**src/rtl/erode_pkg.sv**
```systemverilog
// Shared types and constants for the streaming 3x3 erosion block.
package erode_pkg;

    localparam int unsigned CW           = 11;
    localparam int unsigned H_ACTIVE_DEF = 640;
    localparam int unsigned V_ACTIVE_DEF = 480;

    // Line-buffer entry: {row v-2, row v-1}
    typedef logic [1:0] lb_word_t;

    // 3x3 window, [col][row]; col 0 = newest (right), row 0 = row v (bottom)
    typedef logic [2:0][2:0] win_t;

endpackage

```
**src/rtl/erode_line_buffer.sv**
```systemverilog
// Two-row line buffer: synchronous RAM, one read and one write port,
// read returns the pre-write contents on an address collision.
module erode_line_buffer
    import erode_pkg::*;
#(
    parameter int unsigned DEPTH = H_ACTIVE_DEF,
    parameter int unsigned AW    = $clog2(DEPTH)
) (
    input  logic          clk,
    input  logic [AW-1:0] rd_addr,
    output lb_word_t      rd_data,
    input  logic          wr_en,
    input  logic [AW-1:0] wr_addr,
    input  lb_word_t      wr_data
);

    lb_word_t mem [DEPTH];

    // registered read and write; no reset on RAM contents
    always_ff @(posedge clk) begin
        rd_data <= mem[rd_addr];
        if (wr_en) begin
            mem[wr_addr] <= wr_data;
        end
    end

endmodule

```
**src/rtl/erode.sv**
```systemverilog
// Streaming 3x3 binary erosion on a raster-indexed edge stream.
// Build option: define ERODE_CROSS_EN for a plus-shaped kernel
// (centre and 4 orthogonal neighbours); default is the full 3x3 square.
module erode
    import erode_pkg::*;
#(
    parameter int unsigned H_ACTIVE = H_ACTIVE_DEF,
    parameter int unsigned V_ACTIVE = V_ACTIVE_DEF
) (
    input  logic          clk,
    input  logic          rst,
    input  logic [CW-1:0] hcount,
    input  logic [CW-1:0] vcount,
    input  logic          edge_value,
    output logic          erode_value,
    output logic [CW-1:0] erode_hcount,
    output logic [CW-1:0] erode_vcount,
    output logic          erode_valid
);

    localparam int unsigned   AW     = $clog2(H_ACTIVE);
    localparam logic [CW-1:0] H_END  = CW'(H_ACTIVE);
    localparam logic [CW-1:0] V_END  = CW'(V_ACTIVE);
    localparam logic [CW-1:0] H_LAST = CW'(H_ACTIVE - 1);

    logic [CW-1:0]   h_q;
    logic [CW-1:0]   v_q;
    logic            e_q;
    logic [AW-1:0]   rd_addr;
    lb_word_t        rd_data;
    lb_word_t        wr_data;
    logic            wr_en;
    logic [1:0][2:0] hist;
    win_t            win_nxt;
    win_t            kern;
    logic [2:0]      col_new;
    logic [1:0]      fill;
    logic [1:0]      fill_eff;
    logic [1:0]      fill_nxt;
    logic            col_active;
    logic            row_active;
    logic            centre_valid;
    logic            kernel_and;

    // read the stored rows for the incoming column; out-of-area columns park at 0
    always_comb begin
        rd_addr = '0;
        if (hcount < H_END) begin
            rd_addr = AW'(hcount);
        end
    end

    erode_line_buffer #(
        .DEPTH (H_ACTIVE),
        .AW    (AW)
    ) u_line_buffer (
        .clk     (clk),
        .rd_addr (rd_addr),
        .rd_data (rd_data),
        .wr_en   (wr_en),
        .wr_addr (AW'(h_q)),
        .wr_data (wr_data)
    );

    // capture raster position and pixel alongside the RAM read; all-ones
    // position after reset lies outside the active area
    always_ff @(posedge clk or negedge rst) begin
        if (!rst) begin
            h_q <= '1;
            v_q <= '1;
            e_q <= 1'b0;
        end else begin
            h_q <= hcount;
            v_q <= vcount;
            e_q <= edge_value;
        end
    end

    // build the new column, update fill, write back, evaluate the kernel
    always_comb begin
        col_active = (h_q < H_END);
        row_active = (v_q < V_END);
        fill_eff   = fill;
        if (h_q == '0 && v_q == '0) begin
            fill_eff = 2'd0;
        end

        col_new = '0;
        if (col_active) begin
            col_new[0] = row_active & e_q;
            col_new[1] = (fill_eff >= 2'd1) & rd_data[0];
            col_new[2] = (fill_eff >= 2'd2) & rd_data[1];
        end

        wr_en   = col_active & row_active;
        wr_data = {rd_data[0], e_q};

        fill_nxt = fill_eff;
        if (wr_en && h_q == H_LAST && fill_eff != 2'd2) begin
            fill_nxt = fill_eff + 2'd1;
        end

        win_nxt = {hist[1], hist[0], col_new};
        kern    = win_nxt;
        // centre column 0: the left column is the previous line's tail
        if (h_q == CW'(1)) begin
            kern[2] = '0;
        end

        centre_valid = (h_q != '0) && (h_q <= H_END) &&
                       (v_q != '0) && (v_q <= V_END);
`ifdef ERODE_CROSS_EN
        kernel_and = kern[1][2] & kern[1][1] & kern[1][0] & kern[0][1] & kern[2][1];
`else
        kernel_and = &kern;
`endif
    end

    // window history, fill counter and registered outputs
    always_ff @(posedge clk or negedge rst) begin
        if (!rst) begin
            hist         <= '0;
            fill         <= 2'd0;
            erode_value  <= 1'b0;
            erode_valid  <= 1'b0;
            erode_hcount <= '0;
            erode_vcount <= '0;
        end else begin
            hist         <= {win_nxt[1], win_nxt[0]};
            fill         <= fill_nxt;
            erode_valid  <= centre_valid;
            erode_value  <= centre_valid & kernel_and;
            erode_hcount <= h_q - CW'(1);
            erode_vcount <= v_q - CW'(1);
        end
    end

endmodule
```
**config.mk**
```make
export PLATFORM = sky130hd
export DESIGN_NAME = erode
export DESIGN_NICKNAME = d
export VERILOG_FILES = /design/src/rtl/erode_pkg.sv /design/src/rtl/erode_line_buffer.sv /design/src/rtl/erode.sv
export SDC_FILE = /design/constraint.sdc
export NUM_CORES = 2
export LEC_CHECK = 0
export CAP_MARGIN = 20
export CORE_ASPECT_RATIO = 0.6
export CORE_UTILIZATION = 30
export CTS_CLUSTER_DIAMETER = 150
export DETAILED_ROUTE_END_ITERATION = 8
export GPL_ROUTABILITY_DRIVEN = 0
export GPL_TIMING_DRIVEN = 0
export HOLD_SLACK_MARGIN = 0.15
export PLACE_DENSITY = 0.42
export SLEW_MARGIN = 20
export SYNTH_ARGS = -nofsm -noshare
export SYNTH_HDL_FRONTEND = slang
export SYNTH_HIERARCHICAL = 1
export SYNTH_SLANG_ARGS = --single-unit
```
**constraint.sdc**
```tcl
create_clock -name clk -period 13.51 [get_ports clk]
set_input_delay 1.351 -clock clk [delete_from_list [all_inputs] [get_ports clk]]
set_output_delay 1.351 -clock clk [all_outputs]
set_load 0.1 [all_outputs]
```
==> flow_results.org <==
** Cells and area
- Layout filler cell count :: roughly 17000
- In the final layout, flip-flops and latches occupy about 40000 um2.
- Commonest non-fill, non-tap cell in the layout :: edfxtp_1
- The finished layout holds 6003 standard cells, fillers aside.
- The library cells used most frequently in the layout, excluding fill and tap cells, are edfxtp_1, nor2_1, mux4_2, clkbuf_16, clkbuf_1.
- In the final layout, the share of cells above drive strength 1 is 0.204.
- Area grow syn2layout :: 16.1%
- The multi-input combinational cells in the finished layout cover a total of 14000 um2.
- After the last flow step, the layout net total stands at between 3000 and 4000.

** Detailed routing
- Total via count after detailed routing :: around 34000
- After detailed routing, the number of remaining DRC violations is 0.
- Initial drt markers :: between 5000 and 6000
- Antenna-violating nets left :: 0
- WL final :: roughly 230000 um
- First drt pass iteration count :: 6
- After detailed routing, the number of vias per cell comes to between 5 and 6.
- In the final routed layout, each cell accounts on average for 38.0 um.

** Die
- Starting density of the core :: 0.303
- The core region is around 180000 um2.
- Count of boundary I/O pins :: between 40 and 50
- Die height :: 334 um
- The initialized floorplan defines around 120 standard-cell rows.
- The floorplan step defined a die boundary enclosing about 190000 um2.
- The die is 556 um wide.

** Power
- Internal power :: between 6 and 7 mW
- After layout, the design draws a total of 9.17 mW.
- Clk pwr share :: 0.404
- Power per Cell Area :: between 100 and 150 nW/um2
- The share of total power dissipated in sequential elements is 0.513.
- Combinational fraction of design power :: 0.083
- Sw Ratio :: 0.243
- Leak pwr :: ~19 nW
- Net Switching :: 2.23 mW
- The worst-case IR drop observed on VDD is around 0.087 mV.

** Synthesis
- For this run, the number of Yosys warnings is 6.
- Synthesis produced a netlist with a net count of around 3200.
- The synthesized netlist occupies a cell area of roughly 55000 um2.
- Sequential share of the synthesized area :: 0.722
- Count of distinct cell types in the synthesized netlist :: 98
- Post-Synthesis Mean Instance Area :: between 15 and 20 um2
- After technology mapping, the gate count stands at 3209.
- The synthesized design contains roughly 1300 register bits.
- Post-synth EDFFs :: about 1300
- Of all flip-flops after synthesis, the portion carrying an async set or reset was 0.0411.
- Leading register cell type out of synthesis :: edfxtp_1

** Placed design
- Input and output buffers added on the ports amount to between 40 and 50.
- Summed over all nets, the half-perimeter wirelength after detailed placement is around 160000 um.
- Including well taps, the total number of placed cells is ~5800.
- Worst slack, placed :: 6.10 ns

** STA
- Setup repair after global routing left no endpoint under its margin.
- Endpoints failing hold :: 0
- The final count of pins violating max slew was 0.
- Worst slew margin relative to its limit :: 0.0872
- Minimum clock period after layout :: ~6.9 ns
- In the finished design, the share of the clock period the worst path needs comes to 0.508.
- Final setup violation count :: 0
- Between clock sinks in the finished design, the worst skew comes to about 0.033 ns.
- The worst path meets setup with around 6.6 ns of slack.
- At the pin with the least slew margin, the transition time is 1.36 ns.
- Final sum of negative setup slack :: 0 ns
- Maximum clock rate :: around 150 MHz
- Hold slack :: roughly 0.38 ns

** CTS
- The later pin in the worst-skew pair is clocked with a latency of between 0.7 and 0.8 ns.
- TritonCTS built the clock tree.
- The cell sitting at the root of the clock tree is a clkbuf_16.
- TritonCTS created between 100 and 150 clock buffers.
- For this design, the sink count on the clock tree is about 1300.
- The number of gates resized after CTS was 0.
- The clock passes through at most 4 buffers.
- After clock tree synthesis, the setup repair step added 0 buffers.
- In this run, post-CTS hold repair placed 0 buffers.
- The clock tree synthesis step divided the H-tree into 4 levels.
- After clock tree synthesis, the clock-pin slew on the worst setup and hold paths is 0.06 ns.

** Worst setup path
- Largest fanout on the critical path :: 10
- Counting both buffers and inverters, the worst setup path holds a total of 4.
- Kind of cell with the highest combined delay on the critical path :: simple AND/OR/NAND/NOR gates
- For the worst setup path, the data arrival time is between 7 and 8 ns.
- The slowest stage of the critical path is the nand2_1 cell.
- Nature of the critical path endpoint :: flop
- Data required time of the worst path :: between 10 and 15 ns
- Longest individual stage delay on the worst path :: 0.82 ns
- By startpoint and endpoint, the worst setup path is classified as primary input to flop.
- STA classifies the critical path startpoint as a primary input.
- The signal on the critical path passes through clkdlybuf4s50_1 -> o21a_1 -> nor2_1 -> and2_1 -> buf_6 -> buf_2 -> nand2_1 -> clkbuf_1 -> o221ai_1 -> a21oi_1 -> o311ai_1 -> nand3_1 -> a211oi_2.

** Global route
- Entering global routing, the biggest net connects between 70 and 80 pins.
- Met1 Usage GRT :: 0.394
- Routing usage on met2 :: 0.305
- Initial antenna violation count :: 33
- Global routing usage summed across all routing layers :: 0.244
- Vias in the first global route :: 31700
- Summed over all layers, the global routing overflow is 0.
- The first global-routing pass estimated approximately 300000 um of wire.
- Most utilized layer in the global route result :: met1
- In the global route stage, met3 resource usage came out at 0.0874.

** Worst hold path
- In this run the worst hold path is classified as flop to flop.

** Flow run
- Max-cap check violation count :: 0

** Status
- The run finished with clean final reports.
==> layout make-up <==
class                   instances  area share
clock inverters                56     0.00644
well taps                    2460      0.0480
diodes                          5    0.000195
plain buffers                 229      0.0234
clock buffers                 180      0.0583
inverters                      13    0.000761
flip-flops and latches       1337       0.622
repair buffers                 93      0.0228
multi-input cells            1630       0.218
==> synth_stat cells (14+ instances only) <==
cell type	count	area share
o22ai_1	25	0.0028
buf_6	15	0.0031
edfxtp_1	1280	0.70
dfstp_2	22	0.010
mux2_2	16	0.0033
nand3_1	58	0.0053
mux2i_1	96	0.017
a22oi_1	32	0.0044
a21oi_1	43	0.0039
clkbuf_1	104	0.0071
dfrtp_1	33	0.015
mux4_1	24	0.011
o21ai_0	14	0.0013
buf_1	28	0.0019
buf_4	17	0.0023
nor3_1	25	0.0023
and2_1	19	0.0022
buf_2	36	0.0033
mux4_2	264	0.11
nor2_1	675	0.046
nand2_1	98	0.0067
nor2b_1	14	0.0016
nand4_1	19	0.0022
==> registers in the layout, summed over array words and instances, names as in the netlist <==
signal	cells
u_line_buffer/mem	1280
erode_hcount	11
erode_vcount	11
h_q	11
v_q	11
hist	6
fill	2
u_line_buffer/rd_data	2
e_q	1
erode_valid	1
erode_value	1
==> path summary, 6_finish.rpt <==
kind                       cells after the start  slack, ns       from                        to
max                                           13       6.65  hcount[8]  u_line_buffer/rd_data[1]
min                                            0       0.38    hist[1]                   hist[4]
max reg2reg                                    7       8.67     h_q[7]  u_line_buffer/mem[86][0]
min reg2reg                                    0       0.38    hist[1]                   hist[4]
max in group asynchronous                      1      12.35        rst                       e_q
min in group asynchronous                      1       0.64        rst                       e_q
==> stage by stage <==
stage | area (um2) | utilization
floorplan | 55200 | -
global placement | 58800 | 0.323
detailed placement | 59900 | 0.329
CTS | 64100 | 0.352
global route | 64100 | 0.352
finish | 64100 | 0.352
==> power by group through the flow <==
stage               registers [mW]  clock network (mW)  logic, mW
floorplan                     5.01                   0      0.239
global placement              5.22                   0      0.519
detailed placement            4.79                   0      0.744
CTS                           4.70                3.76      0.744
global route                  4.70                3.92      0.778
finish                        4.70                3.71      0.760
==> cell families after synthesis <==
family	count (synthesis)	share of synthesized area
AO/OA/AOI/OAI	222	0.0291
XOR/XNOR	17	0.00270
adder cells (fa/ha/maj)	8	0.00181
buffers and inverters	242	0.0271
flip-flops	1337	0.722
multiplexers	404	0.141
AND/OR/NAND/NOR	979	0.0763
==> layer usage <==
| metal | vias to the layer above | wire (um) |
|---|---|---|
| li1 | 13100 | - |
| met1 | 18300 | 108000 |
| met2 | 2295 | 85900 |
| met3 | 234 | 31400 |
| met4 | 0 | 3350 |
| met5 | - | 0 |
Note: power is estimated with default switching activity, not from simulation.
